===== config.mk =====
export PLATFORM = sky130hd
export DESIGN_NAME = perf_counter_bank
export DESIGN_NICKNAME = d
export VERILOG_FILES = /design/src/rtl/perf_counter_bank.sv
export SDC_FILE = /design/constraint.sdc
export NUM_CORES = 1
export LEC_CHECK = 0
export ABC_AREA = 1
export CAP_MARGIN = 15
export CORE_MARGIN = 3
export CORE_UTILIZATION = 61
export CTS_CLUSTER_DIAMETER = 100
export CTS_CLUSTER_SIZE = 12
export DETAILED_ROUTE_END_ITERATION = 12
export GPL_ROUTABILITY_DRIVEN = 0
export PLACE_DENSITY = 0.77
export SETUP_SLACK_MARGIN = 0.05
export SYNTH_ARGS = -nofsm -noshare
export SYNTH_HDL_FRONTEND = slang
export SYNTH_SLANG_ARGS = --single-unit

===== constraint.sdc =====
create_clock -name clk -period 1.82 [get_ports clk]
set_input_delay 0.182 -clock clk [delete_from_list [all_inputs] [get_ports clk]]
set_output_delay 0.182 -clock clk [all_outputs]
set_load 0.02 [all_outputs]

===== src/rtl/perf_counter_bank.sv =====
// Performance counter bank: per-channel event counters plus a cycle counter, gated by CPU halt,
// with a snapshot shadow bank read out through a registered mux and sticky overflow flags.
module perf_counter_bank #(
    parameter int N_EV = 3,
    parameter int CW   = 32,
    parameter int SAT  = 0
) (
    input  logic            clk,
    input  logic            rst,
    input  logic [N_EV-1:0] ev,
    input  logic            halt,
    input  logic            clr,
    input  logic            snap,
    input  logic [3:0]      rd_sel,
    output logic [CW-1:0]   rd_data,
    output logic [N_EV:0]   ovf,
    output logic            running
);

    typedef enum logic {
        RUN     = 1'b0,
        STOPPED = 1'b1
    } state_t;

    state_t          state_q, state_d;
    logic            count_en;
    logic [N_EV:0]   inc;
    logic [N_EV:0]   ovf_q, ovf_d;
    logic [CW-1:0]   rd_data_q, rd_data_d;
    logic [CW-1:0]   cnt_q    [N_EV+1];
    logic [CW-1:0]   cnt_inc  [N_EV+1];
    logic [CW-1:0]   cnt_d    [N_EV+1];
    logic [CW-1:0]   shadow_q [N_EV+1];
    logic [CW-1:0]   shadow_d [N_EV+1];

    // The first halt cycle still counts; a stopped bank resumes counting on the cycle halt drops.
    always_comb begin
        state_d  = state_q;
        count_en = 1'b0;
        case (state_q)
            RUN: begin
                count_en = 1'b1;
                if (halt) state_d = STOPPED;
            end
            STOPPED: begin
                if (!halt) begin
                    count_en = 1'b1;
                    state_d  = RUN;
                end
            end
            default: state_d = RUN;
        endcase
        if (clr) begin
            state_d  = RUN;
            count_en = 1'b0;
        end
    end

    // Index N_EV is the cycle counter; a snap taken together with clr captures the pre-clear values.
    always_comb begin
        inc   = {1'b1, ev} & {(N_EV+1){count_en}};
        ovf_d = ovf_q;
        for (int i = 0; i <= N_EV; i++) begin
            cnt_inc[i] = cnt_q[i];
            if (inc[i]) begin
                if (&cnt_q[i]) begin
                    ovf_d[i]   = 1'b1;
                    cnt_inc[i] = (SAT != 0) ? cnt_q[i] : '0;
                end else begin
                    cnt_inc[i] = cnt_q[i] + CW'(1);
                end
            end
            cnt_d[i]    = clr ? '0 : cnt_inc[i];
            shadow_d[i] = snap ? (clr ? cnt_q[i] : cnt_inc[i]) : shadow_q[i];
        end
        if (clr) ovf_d = '0;
    end

    always_comb begin
        rd_data_d = '0;
        for (int i = 0; i <= N_EV; i++) begin
            if (rd_sel == 4'(i)) rd_data_d = shadow_q[i];
        end
    end

    always_ff @(posedge clk) begin
        if (rst) begin
            state_q   <= RUN;
            ovf_q     <= '0;
            rd_data_q <= '0;
            for (int i = 0; i <= N_EV; i++) begin
                cnt_q[i]    <= '0;
                shadow_q[i] <= '0;
            end
        end else begin
            state_q   <= state_d;
            ovf_q     <= ovf_d;
            rd_data_q <= rd_data_d;
            cnt_q     <= cnt_d;
            shadow_q  <= shadow_d;
        end
    end

    assign rd_data = rd_data_q;
    assign ovf     = ovf_q;
    assign running = (state_q == RUN);

endmodule


* Word-level counts from Yosys, hierarchy flattened
Index checks and enable logic that the tools add are counted.
** Storage, ports and cells
- Register bits after elaboration :: 293
- Latch bits :: 0
- Bits in writable memories :: 0
- ROM bits :: 0
- Output and inout bits :: 37
- Word-level logic and storage cells :: 53
- Memories :: 0
** Operators by class
- Add/subtract/negate cells :: 4
- Multipliers :: 0
- Div/mod/pow operators :: 0
- $lt $le $gt $ge :: 0
- Eq/ne operators :: 3
- Shifts and indexed selects :: 0
- Multiplexer cells :: 20
- Bitwise logic cells :: 2
- Reduce and logical (&&, ||, !) cells :: 10
** Operators by type and width (count)
- $mux 32 :: 16
- $reduce_and 33->1 :: 4
- $add 32x1->32 const B :: 4
- $reduce_and 32->1 :: 4
- $eq 4x2->1 const B :: 2
- $and 4x4->4 :: 1
- $eq 4x1->1 const B :: 1
- $logic_not 4->1 :: 1
- $mux 1 :: 3
- $pmux 1 s2 :: 1
- $reduce_or 2->1 :: 1
- $not 1->1 :: 1

* Longest topological paths before layout
Gate-level depths: netlist of run 1.
- Word-level depth :: 6
- Gate-level depth with buffers :: 13

* Worst setup path before layout of run 1
Ideal clock, no wire load.
- Kind :: reg-to-reg
- From :: register cnt_q[65] in the netlist's numbering
- To :: register shadow_q[85] in the netlist's numbering
- Library setup time :: 119 ps
- Arrival time :: 1520 ps
- Data required time :: 1701 ps
- Path slack :: 181 ps
- Cell stages (with the launch flop) :: 13
- Buffers on the path :: 0
- Period minus slack after synthesis :: 1639 ps
- Cell sequence :: dfxtp_1 > ha_1 > nand2_1 > nor2_1 > nand2_1 > nor2_4 > nand2_2 > nor2_2 > nand2_2 > nand2_4 > inv_2 > nand3_1 > a21oi_1
** On the way
- Longest elaborated chain between the ends :: 4
- Elaborated cells between the ends (all ways) :: 5
- Classes of those cells :: 1 x add/sub; 3 x mux; 1 x reduce/logical
** RTL lines
- from (decl) :: line 30 : logic [CW-1:0] cnt_q [N_EV+1];
- from (signal assigned) :: line 99 : cnt_q <= cnt_d;
- $add 32x1->32 / $reduce_and 32->1 (equally long branches) :: line 70, 66
- $mux 32 (*) :: line 66 : if (&cnt_q[i]) begin
- $mux 32 (*) :: line 65 : if (inc[i]) begin
- $mux 32 (*) :: line 74 : shadow_d[i] = snap ? (clr ? cnt_q[i] : cnt_inc[i]) : shadow_q[i];
- to (signal assigned) :: line 100 : shadow_q <= shadow_d;
- to (decl) :: line 33 : logic [CW-1:0] shadow_q [N_EV+1];
Mark *: on every way between the ends. The rest lies on a longest branch, timed or not.
A chain may end at the register's enable or synchronous reset.

* Worst setup path after layout of run 1
- From :: register cnt_q[70] in the netlist's numbering
- To :: register shadow_q[89] in the netlist's numbering
Same word-level chain as after synthesis.

==> summary.md, run 1 <==
The worst-case headroom to the max-slew limit came out at 0.574. The flow ran to the end, and the final reports show no timing, DRC or antenna violations. The die covers 24700 um2.

The layout cell share with drive strength beyond 1 was 0.172; the total power density per cell area was 723 nW/um2. After technology mapping, the gate count stands at 2033. The worst hold slack was 0.0313 ns. In this run the register-to-register setup slack is 0.05 ns. After detailed routing, the average wire length per cell comes to 18.2 um. Endpoint of the most critical register-to-register path: shadow_q[89]. The standby leakage power is 6.39 nW, and the yosys synthesis warning count is 0.

The number of distinct library cell variants in the gate-level netlist after synthesis was 44. The largest family of logic cells by synthesized area was simple AND/OR/NAND/NOR gates. The routed via count was 14482; the first-pass iteration count of the detailed router was 6.

Hold repair after CTS inserted 0 buffers. The post-synthesis share of cell area spent on and, or, nand and nor gates came out at 0.350. The number of buffers created by CTS came out at 28. The root buffer selected by CTS is sky130_fd_sc_hd__clkbuf_16. The worst register-to-register path has a depth of 12. The worst setup path is launched from a flop. Share of cell area taken by muxes after synthesis: 0. The kind of capture point of the worst setup path is a flop. The share of the synthesized area in the top cell type was 0.421. The I/O pin total was 49.

sky130_fd_sc_hd__dfxtp_1 takes more of the synthesized area than any other cell. The compound-gate portion of the synthesized area works out to 0.119. Type of the most critical hold path: input pin to flop. After synthesis, the most frequently instantiated cells are 474 x sky130_fd_sc_hd__nand2_1, 294 x sky130_fd_sc_hd__nor2_1, 293 x sky130_fd_sc_hd__dfxtp_1.

Reg-to-reg critical path startpoint: cnt_q[70]. The initial core utilization was 0.629; the final number of hold-violating endpoints was 0. After synthesis, the cell types taking the most area are sky130_fd_sc_hd__dfxtp_1 42%, sky130_fd_sc_hd__nand2_1 13%, sky130_fd_sc_hd__nor2_1 7.9%. The post-route fraction of the period consumed by the critical path was 0.974; the net load switching power was 2.86 mW. TritonCTS built the clock tree. The post-detailed-route via-to-cell ratio is 5.86, and the final core utilization is 0.770. Setup repair after global routing could not meet its margin everywhere. The synthesis-stage register bit count was 293. The critical path start-end classification is flop to flop. The arithmetic-cell share of the synthesized area counting full adders, half adders and majority gates works out to 0.00359. For the fraction of power consumed by combinational cells, the log shows 0.056.

For the final global-route overflow total, the log shows 0. The number of global-route vias before repair came out at 13191. The clock arrives with 0.00971 ns of skew. The worst voltage drop across the vdd grid is 771 uV, and the post-synth net total is 2049. The quantity of I/O buffers inserted on ports is 48, and the share of power burned in registers is 0.530. For the peak clock frequency supported by timing, the log shows 564 MHz. The worst hold path terminates at cnt_q[78]. The data arrival time of the worst path came out at 2.21 ns.

The count of placed standard cells including taps is 2422. The run gives 1636 as the DRC violation total after the first TritonRoute iteration. In the final timing run, aggregate negative setup slack is 0 ns.

The share of synthesized flip-flops with an asynchronous set or reset works out to 0. A synthesized cell averages 6.86 um2. The clock-pin slew on the worst setup and hold paths is 0.06 ns. Setup violations remaining at the end of the flow were counted as 0.

The global router's overall resource usage was 0.347; the number of buffers on the longest clock path was 3. The peak fanout along the critical path came out at 6. From synthesis to final layout, the design area changed by 22.4%. Row generation in the floorplan step produced 54 rows. From bottom edge to top edge, the die measures 157 um. The startpoint identified for the worst hold timing path is clr.

The internal cell power is 9.47 mW, and the number of flops mapped to enable cells by yosys is 0. Counting I/O delays and the setup requirement, the final critical path takes 1.77 ns. For this run, design rule violations remaining after detail routing come to 0. The overall power consumption was 12.3 mW; the number of max-cap violations was 0. The filler cells instantiated in the layout total 1707. The number of H-tree levels is 1. Synthesized-area fraction occupied by xor and xnor cells: 0.0308. Counting every sink on the clock net gives 293.

The detailed placement HPWL came out at 31.7 mm. The residual antenna-violating net count after detailed routing was 0; the post-synthesis instance area was 13900 um2. The tools report the wire length of the first global-routing pass as 68.7 mm. The logs give 2470 for the number of standard cells in the final layout excluding fillers and 0.415 for the clock share of power. 0 antenna diodes ended up in the layout. The clock latency on the worst-skew pair is 0.55 ns, and the actual slew at the worst max-slew pin is 0.639 ns. The sequential fraction of the synthesis area was 0.421. After detailed routing, the total wire length is 44.8 mm. The most common flop cell mapped by yosys was sky130_fd_sc_hd__dfxtp_1. The final net count is 2206.

Data on the critical path is required at its endpoint by 2.26 ns. The switching fraction of total power is 0.232, and the maximum number of pins on one net before global-route repair is 105. The die boundary width was 157 um; the initial antenna violation count was 4. The count of final max-slew check failures was 0; the number of stages on the worst hold path was 4. The most common cell in the netlist is sky130_fd_sc_hd__nand2_1.

Core box area: 22200 um2.
flip-flops by register name, summed over array words and instances (netlist names):
register	count
cnt_q	128
shadow_q	128
rd_data	32
ovf	4
state_q	1
per-layer routing:
| layer | vias up | track usage | part of all wire |
|---|---|---|---|
| li1 | 6915 | - | - |
| met3 | 129 | 0.0577 | 0.088 |
| met4 | 8 | 0.109 | 0.036 |
| met2 | 685 | 0.566 | 0.46 |
| met1 | 6745 | 0.474 | 0.41 |
| met5 | - | 0 | 0.0012 |
through the flow:
step | cell area, um2 | worst slack, ns
after CTS | 16500 | 0.0233
after global placement | 15700 | -0.180
after detailed placement | 15700 | -0.228
final | 17100 | 0.0468
after global routing | 17100 | -0.0658
after floorplan | 13900 | 0.181
layout make-up:
cell class,count,area [um2],area share
clock buffers,29,726,0.0425
clock inverters,1,8.76,0.000513
inverters,182,702,0.0411
multi-input cells,1468,7460,0.437
flip-flops and latches,293,5910,0.346
well taps,280,350,0.0205
repair buffers,217,1910,0.112
critical path, stage by stage, from the launching register on:
cell                      delay [ns]
sky130_fd_sc_hd__dfxtp_1        0.40
sky130_fd_sc_hd__nand2_1        0.12
sky130_fd_sc_hd__nor2_1         0.18
sky130_fd_sc_hd__nand2_2        0.11
sky130_fd_sc_hd__nor2_4         0.14
sky130_fd_sc_hd__nand2_2        0.09
sky130_fd_sc_hd__nor2_4         0.14
sky130_fd_sc_hd__nand2_4        0.09
sky130_fd_sc_hd__buf_6          0.15
sky130_fd_sc_hd__nand2_4        0.05
sky130_fd_sc_hd__nor2_2         0.03
sky130_fd_sc_hd__nor2_1         0.09
sky130_fd_sc_hd__nor2_1         0.06
cell families (layout without fill, tap and decap cells):
kind of cell    Yosys count  count (layout)
fa+ha+maj                 4               4
xor+xnor                 49              49
simple gates           1120            1120
flops                   293             293
compound gates          295             295
buf+inv                 272             429
worst max path at each step:
stage | cells after the start | slack (ns) | start | end
after CTS | 12 | 0.02 | cnt_q[32] | shadow_q[60]
after detailed placement | 10 | -0.23 | halt | shadow_q[44]
after floorplan | 12 | 0.18 | cnt_q[65] | shadow_q[85]
after global placement | 10 | -0.18 | halt | shadow_q[44]
final | 12 | 0.05 | cnt_q[70] | shadow_q[89]
after global routing | 12 | -0.07 | cnt_q[70] | shadow_q[91]
cells in the final DEF, fill, tap and decap left out, types with 20 or more instances in the layout:
cell type and count:
sky130_fd_sc_hd__a21oi_1 166, sky130_fd_sc_hd__clkbuf_16 31, sky130_fd_sc_hd__xor2_1 37, sky130_fd_sc_hd__nand3_1 204, sky130_fd_sc_hd__nor2_1 264, sky130_fd_sc_hd__nand4_1 40
sky130_fd_sc_hd__clkdlybuf4s50_1 45, sky130_fd_sc_hd__nand2_1 453, sky130_fd_sc_hd__a41oi_1 29, sky130_fd_sc_hd__nor2_4 20, sky130_fd_sc_hd__inv_1 169, sky130_fd_sc_hd__nor2_2 31
sky130_fd_sc_hd__nor3_1 30, sky130_fd_sc_hd__o21ai_0 64, sky130_fd_sc_hd__dfxtp_2 26, sky130_fd_sc_hd__nand2_2 25, sky130_fd_sc_hd__dfxtp_1 264, sky130_fd_sc_hd__buf_4 153
what timing repair did:
item                                    4_1_cts  5_1_grt
resized for setup                            19      130
setup buffers                                 3       13
endpoints found under the setup margin       49      191
gates cloned                                  0        2
pin swaps                                     9       46
power by group through the flow:
stage / registers, mW / clock network [mW] / logic [mW]
5_1_grt: 6.53 / 5.39 / 0.734
3_5_place_dp: 6.67 / 0 / 0.653
3_3_place_gp: 6.67 / 0 / 0.640
4_1_cts: 6.53 / 5.15 / 0.659
6_report: 6.53 / 5.11 / 0.688
2_1_floorplan: 6.66 / 0 / 0.401
Power figures use the tool's default switching activity.
==> run 2: changes to the inputs <==
CORE_UTILIZATION = 64   (was 61)
DONT_BUFFER_PORTS = 1   (was default)
==> run 2 against run 1 <==
Against the previous run: the run now ends with negative hold slack left; final cell count down 1.9%; sequential power about the same; die area down 4.5%; flip-flop and latch count unchanged; critical endpoint is now shadow_q[53].
==> summary.md, run 2 (synthesis gave the netlist of run 1 again) <==
Quantity of I/O buffers inserted on ports: 0 (was 48). Overall power consumption: 12.3 mW (about the same). For the first-pass iteration count of the detailed router, the log shows 6 (unchanged).

The startpoint class of the critical path is a flop (unchanged). The worst-case headroom to the max-slew limit is 0.684 (was 0.574), and the wire length on met2 is 20.2 mm (was 20.6 mm). Time the final worst path needs with I/O delays and setup: 1.81 ns (was 1.77 ns). The peak clock frequency supported by timing was 553 MHz (was 564 MHz); the count of final max-slew check failures was 0 (unchanged). The cell at the slowest stage of the critical path was sky130_fd_sc_hd__dfxtp_1 (unchanged). The tools report the final number of hold-violating endpoints as 123 (was 0). The maximum number of pins on one net before global-route repair was 158 (was 105). Reg-to-reg critical path startpoint: state_q (was cnt_q[70]).

The cell family contributing the most delay on the critical path was simple AND/OR/NAND/NOR gates (unchanged). The final global-route overflow total is 0 (unchanged), and the met3 wirelength from detailed routing is 4.46 mm (was 3.96 mm). The run gives 0 (unchanged) as the residual antenna-violating net count after detailed routing. The number of placement rows came out at 53 (was 54). The critical path start-end classification is flop to flop (unchanged). The logs give 2.25 ns (was 2.26 ns) for the required time of the worst setup path and 0.365 (was 0.347) for the global router's overall resource usage. The flow ran to the end, but the final reports show violations. The kind of capture point of the worst setup path was a flop (unchanged). The initial core utilization is 0.657 (was 0.629), and the routed via count is 14432 (was 14482). Detailed placement HPWL: 29.7 mm (was 31.7 mm). The tools report the number of clock sinks as 293 (unchanged). The tools report the endpoint of the worst setup timing path as shadow_q[53] (was shadow_q[89]). The length of routed wiring on met1 was 18.1 mm (was 18.6 mm); the height of the die was 154 um (was 157 um). The number of global-route vias before repair is 13390 (was 13191). The die boundary width works out to 154 um (was 157 um). The tools report the number of buffers created by CTS as 28 (unchanged). The checks that failed: negative hold slack.

The final net count is 2165 (was 2206), and the final worst clock skew is 0.0104 ns (was 0.00971 ns). Cells along the critical path: nand2_4 -> nand2_8 -> nor2_8 -> inv_2 -> nor2_1 -> nand4_1 -> nand2_1 -> inv_4 -> nand3_1 -> a21oi_1 (was nand2_1 -> nor2_1 -> nand2_2 -> nor2_4 -> nand2_2 -> nor2_4 -> nand2_4 -> buf_6 -> nand2_4 -> nor2_2 -> nor2_1 -> nor2_1). Largest incremental delay on the critical path: 0.34 ns (was 0.40 ns). The data arrival time of the worst path is 2.24 ns (was 2.21 ns), and the number of max-cap violations is 0 (unchanged).

The I/O pin total is 49 (unchanged), and the total wire length is 45.1 mm (was 44.8 mm). The tools report the total DRC errors in the routed layout as 0 (unchanged). The top metal layer carrying routed signals is met5 (unchanged).

The worst voltage drop across the vdd grid was 736 uV (was 771 uV); the final-report setup violation count was 0 (unchanged). The number of H-tree levels was 1 (unchanged); the wire length of the first global-routing pass was 70.7 mm (was 68.7 mm). The clock-pin slew on the worst setup and hold paths is 0.06 ns (about the same).

The run gives 1 (was 4) as the initial antenna violation count. The number of buffers and inverters on the critical path is 2 (was 1), and the post-route fraction of the period consumed by the critical path is 0.993 (was 0.974). The start point of the critical path is state_q (was cnt_q[70]). The standby leakage power was 6.21 nW (was 6.39 nW); the number of buffers on the longest clock path was 3 (unchanged). The synthesis-to-finish area growth works out to 20.5% (was 22.4%). The reg-to-reg setup timing slack was 0.01 ns (was 0.05 ns); the count of inserted antenna diode cells was 0 (unchanged). The run gives 99 (was 0) as the number of hold buffers added after CTS. The actual slew at the worst max-slew pin was 0.470 ns (was 0.639 ns). Setup repair after global routing could not meet its margin everywhere. The worst reg2reg path depth works out to 10 (was 12). The root buffer selected by CTS is sky130_fd_sc_hd__clkbuf_16 (unchanged).

Post-detailed-route via-to-cell ratio: 5.95 (was 5.86). The total power density per cell area is 730 nW/um2 (was 723 nW/um2), and the fill cell instance count of the final layout is 1563 (was 1707). The core box area was 21200 um2 (was 22200 um2). Endpoint of the most critical register-to-register path: shadow_q[53] (was shadow_q[89]).

The wire length per cell after detailed routing was 18.6 um (was 18.2 um); the layout cell share with drive strength beyond 1 was 0.130 (was 0.172). Top library cells by usage in the layout, fill and taps aside: 455 x sky130_fd_sc_hd__nand2_1, 265 x sky130_fd_sc_hd__dfxtp_1, 260 x sky130_fd_sc_hd__nor2_1, 206 x sky130_fd_sc_hd__nand3_1, 171 x sky130_fd_sc_hd__inv_1 (was 453 x sky130_fd_sc_hd__nand2_1, 264 x sky130_fd_sc_hd__nor2_1, 264 x sky130_fd_sc_hd__dfxtp_1, 204 x sky130_fd_sc_hd__nand3_1, 169 x sky130_fd_sc_hd__inv_1). Worst hold slack: -0.282 ns (was 0.0313 ns). TritonCTS built the clock tree. The number of gates on the worst path with buffers counted was 10 (was 12); the peak fanout along the critical path was 14 (was 6). The die area was 23600 um2 (was 24700 um2). The type of the most critical hold path is input pin to flop (unchanged). The DRC violation total after the first TritonRoute iteration was 1673 (was 1636).

The most common cell after layout, fill and taps aside is sky130_fd_sc_hd__nand2_1 (unchanged). The clock latency on the worst-skew pair is 0.56 ns (was 0.55 ns).
run 2: cell count changes in the layout (fill, tap and decap cells not counted), sizes merged:
cell,before,now
clkdlybuf4s50,45,0
clkinv,1,2
dlygate4sd3,0,98
clkbuf,31,28
nor2,316,317
buf,170,77
run 2: area by class of cell:
type	instances	area, um2	area share
clock buffers	28	701	0.0417
repair buffers	175	1670	0.0994
well taps	275	344	0.0205
clock inverters	2	25.0	0.00149
flip-flops and latches	293	5910	0.352
inverters	182	704	0.0419
multi-input cells	1469	7450	0.443
run 2: worst min path at each step:
stage	startpoint	to	slack (ns)	cells after the start
global route	rst	cnt_q[51]	-0.31	1
CTS	rst	cnt_q[39]	-0.29	1
global placement	rst	cnt_q[53]	0.27	1
detailed placement	rst	shadow_q[68]	0.27	1
finish	rst	cnt_q[49]	-0.28	1
floorplan	halt	state_q	0.29	2
run 2: where the power goes:
part / switching, mW / internal, mW / total (mW) / leakage, nW
clock: 2.38 / 2.71 / 5.09 / 0.356
sequential: 0.0579 / 6.48 / 6.54 / 2.38
combinational: 0.374 / 0.258 / 0.633 / 3.47
run 2: per-layer routing:
layer / GRT usage / up-vias
met4: 0.151 / 2
li1: - / 6830
met5: 0 / -
met2: 0.581 / 788
met1: 0.495 / 6650
met3: 0.0639 / 162
run 2: timing repair:
| item | CTS | global route |
|---|---|---|
| endpoints found under the setup margin | 31 | 171 |
| resized for setup | 9 | 130 |
| hold endpoints to repair | 215 | 123 |
| pin swaps | 0 | 36 |
| buffers inserted | 0 | 14 |
| cloned | 0 | 1 |
run 2: worst reg2reg max path, delay by kind of cell, from the launching register on:
kind	cells	cell delay (ns)
buf+inv	2	0.19
flops	1	0.34
simple gates	7	1.07
compound gates	1	0.09
run 2: stage by stage:
stage | TNS, ns | worst slack (ns) | area (um2) | utilization | std cells
after global routing | -0.479 | -0.0658 | 16800 | 0.792 | 2424
final | 0 | 0.0124 | 16800 | 0.792 | 2424
after detailed placement | -0.00294 | -0.00294 | 14500 | 0.683 | 2280
after floorplan | 0 | 0.181 | 13900 | - | 2033
after global placement | 0 | 0.0728 | 14500 | 0.683 | 2280
after CTS | 0 | 0.0412 | 16300 | 0.766 | 2409
==> run 3: changes to the inputs <==
CTS_CLUSTER_SIZE = 20   (was 12)
==> run 3 against run 2 <==
Against the previous run: the run still ends with negative hold slack left; cell area down 1.0%; clock-buffer cell count shrank 9; register-to-register slack better by 0.03 ns; die area unchanged; power down 8.5%; first-iteration DRC count increased by 2.9%; global-route usage is 0.57 points lower; sequential power barely moved; critical path type unchanged; largest power group unchanged.
==> summary.md, run 3 (synthesis gave the netlist of run 1 again) <==
The run finished, with violations left. The synthesis-to-finish area growth was 19.2% (was 20.5%). The wire length of the first global-routing pass was 69.9 mm (was 70.7 mm); the largest incremental delay on the critical path was 0.37 ns (was 0.34 ns).

The number of H-tree levels came out at 1 (unchanged). The clock share of power is 0.360 (was 0.415). Kind of capture point of the worst setup path: a flop (unchanged). The logs give 18 (was 28) for the number of buffers created by CTS and 0 (unchanged) for the final-report setup violation count.

The tools report the initial antenna violation count as 0 (was 1). The cell family contributing the most delay on the critical path was simple AND/OR/NAND/NOR gates (unchanged). The final net count was 2156 (was 2165); the fraction of power consumed by combinational cells was 0.058 (was 0.052). The start point of the critical path was cnt_q[33] (was state_q). Startpoint class of the critical path: a flop (unchanged).

The final number of hold-violating endpoints is 123 (unchanged), and the number of gates on the worst path with buffers counted is 12 (was 10). The final core utilization was 0.784 (was 0.792); the number of global-route vias before repair was 13214 (was 13390). The total DRC errors in the routed layout was 0 (unchanged); the number of placement rows was 53 (unchanged).

The cell at the slowest stage of the critical path is sky130_fd_sc_hd__dfxtp_2 (was sky130_fd_sc_hd__dfxtp_1). Routed via count: 14497 (was 14432). The root buffer selected by CTS was sky130_fd_sc_hd__clkbuf_16 (unchanged).

The I/O pin total was 49 (unchanged). The tools report the number of buffers on the longest clock path as 3 (unchanged). Violations in the final reports: negative hold slack (unchanged). The run gives 158 (unchanged) as the maximum number of pins on one net before global-route repair. Total power density per cell area: 674 nW/um2 (was 730 nW/um2). The tools report the endpoint of the worst setup timing path as shadow_q[58] (was shadow_q[53]). The actual slew at the worst max-slew pin is 0.457 ns (was 0.470 ns), and the required time of the worst setup path is 2.24 ns (was 2.25 ns). The data arrival time of the worst path is 2.20 ns (was 2.24 ns).

Start point of the worst min-delay path: rst (unchanged). For the peak clock frequency supported by timing, the log shows 561 MHz (was 553 MHz). Top library cells by usage in the layout, fill and taps aside: 453 x sky130_fd_sc_hd__nand2_1, 263 x sky130_fd_sc_hd__dfxtp_1, 261 x sky130_fd_sc_hd__nor2_1, 200 x sky130_fd_sc_hd__nand3_1 (was 455 x sky130_fd_sc_hd__nand2_1, 265 x sky130_fd_sc_hd__dfxtp_1, 260 x sky130_fd_sc_hd__nor2_1, 206 x sky130_fd_sc_hd__nand3_1, 171 x sky130_fd_sc_hd__inv_1).

Pre-CTS setup slack: -0.00294 ns (unchanged). The tools report the endpoint of the most critical register-to-register path as shadow_q[58] (was shadow_q[53]). The tools report the count of inserted antenna diode cells as 0 (unchanged). Setup repair after global routing could not meet its margin everywhere. The time the final worst path needs with I/O delays and setup is 1.78 ns (was 1.81 ns). The most common cell after layout, fill and taps aside was sky130_fd_sc_hd__nand2_1 (unchanged). The global router's overall resource usage is 0.360 (was 0.365). The run gives 0.04 ns (was 0.01 ns) as the reg-to-reg setup timing slack. The worst-case headroom to the max-slew limit was 0.692 (was 0.684); the final worst clock skew was 0.00911 ns (was 0.0104 ns).

The clock-pin slew on the worst setup and hold paths is 0.09 ns (was 0.06 ns). The run gives 0.582 (was 0.533) as the share of power burned in registers. The die boundary width works out to 154 um (unchanged). The post-detailed-route via-to-cell ratio was 6.00 (was 5.95).

The first-pass iteration count of the detailed router was 5 (was 6). The worst reg2reg path depth works out to 12 (was 10). The number of max-cap violations is 0 (unchanged).

Worst voltage drop across the vdd grid: 865 uV (was 736 uV). The quantity of I/O buffers inserted on ports came out at 0 (unchanged). The tools report the detailed placement HPWL as 29.7 mm (unchanged).

The layout cell share with drive strength beyond 1 is 0.131 (was 0.130), and the DRC violation total after the first TritonRoute iteration is 1721 (was 1673). The clock latency on the worst-skew pair is 0.52 ns (was 0.56 ns), and the post-place instance area is 14500 um2 (unchanged). The residual antenna-violating net count after detailed routing is 0 (unchanged), and the number of clock sinks is 293 (unchanged). The switching fraction of total power was 0.233 (was 0.229); the height of the die was 154 um (unchanged). The tools report the standby leakage power as 6.07 nW (was 6.21 nW). The net load switching power is 2.61 mW (was 2.81 mW). The final global-route overflow total was 0 (unchanged); the die area was 23600 um2 (unchanged). The type of the most critical hold path is input pin to flop (unchanged). The total wire length is 45.1 mm (about the same). The run gives 11.2 mW (was 12.3 mW) as the overall power consumption. The reg-to-reg critical path startpoint is cnt_q[33] (was state_q). The initial core utilization is 0.657 (unchanged), and the number of buffers and inverters on the critical path is 1 (was 2). The worst hold slack is -0.280 ns (was -0.282 ns). The run gives 0 (unchanged) as the count of final max-slew check failures.

The peak fanout along the critical path works out to 4 (was 14). The wire length per cell after detailed routing was 18.7 um (was 18.6 um). For the post-route standard cell area excluding fillers, the log shows 16600 um2 (was 16800 um2). TritonCTS built the clock tree. Cells along the critical path: ha_4 -> nand2_4 -> nor2_4 -> inv_2 -> nor2_4 -> nand2_4 -> nor2_4 -> nand3b_1 -> nand2_1 -> nor2_1 -> nor2_1 -> nor2_1 (was nand2_4 -> nand2_8 -> nor2_8 -> inv_2 -> nor2_1 -> nand4_1 -> nand2_1 -> inv_4 -> nand3_1 -> a21oi_1).

The logs give 8.61 mW (was 9.45 mW) for the internal cell power and 21200 um2 (unchanged) for the core box area. The number of hold buffers added after CTS is 97 (was 99), and the final worst-path setup slack is 0.0379 ns (was 0.0124 ns). The critical path start-end classification is flop to flop (unchanged).

The tools report the fill cell instance count of the final layout as 1587 (was 1563). The post-route fraction of the period consumed by the critical path came out at 0.979 (was 0.993).
[run 3: power by group through the flow]
stage          clock network, mW  logic, mW  registers, mW
6_report                    4.04      0.647           6.53
5_1_grt                     4.26      0.691           6.53
4_1_cts                     4.04      0.576           6.53
3_5_place_dp                   0      0.426           6.68
3_3_place_gp                   0      0.419           6.67
2_1_floorplan                  0      0.401           6.66
[run 3: worst min path at each step]
stage	to	slack (ns)	cells past startpoint
3_5_place_dp	shadow_q[68]	0.27	1
5_1_grt	cnt_q[32]	-0.28	1
3_3_place_gp	cnt_q[53]	0.27	1
6_report	cnt_q[53]	-0.28	1
2_1_floorplan	state_q	0.29	2
4_1_cts	shadow_q[68]	-0.27	1
[run 3: metal layers]
layer  global-route usage  up-vias  part of all wire
met1                0.495     6719              0.41
met4                0.137        0             0.049
li1                     -     6815                 -
met3               0.0608      165             0.093
met2                0.570      798              0.45
met5                    0        -                 0
[run 3: area by class of cell]
class	count	area [um2]	share of cell area
Sequential cell	293	5910	0.355
Clock inverter	1	8.76	0.000527
Timing Repair Buffer	174	1660	0.0999
Tap cell	275	344	0.0207
Clock buffer	19	475	0.0286
Timing Repair inverter	2	12.5	0.000752
Inverter	182	718	0.0432
Multi-Input combinational cell	1469	7500	0.451
[run 3: worst register-to-register path, delay by kind of cell (launching register included)]
kind / cells / cell delay (ns)
adder cells (fa/ha/maj): 1 / 0.16
buffers and inverters: 1 / 0.05
flip-flops: 1 / 0.37
AND/OR/NAND/NOR: 10 / 1.11
[run 3: repair_timing]
item	4_1_cts	5_1_grt
setup endpoints to repair	37	166
setup buffers	0	15
pin swaps	0	33
hold endpoints to repair	212	123
resized for setup	10	150
cloned	0	3
[run 3: stage by stage]
step / instances / hold slack (ns) / setup TNS [ns]
after floorplan: 2033 / 0.294 / 0
after global placement: 2280 / 0.272 / 0
after detailed placement: 2280 / 0.266 / -0.00294
after CTS: 2397 / -0.274 / 0
after global routing: 2415 / -0.279 / -0.0408
final: 2415 / -0.280 / 0
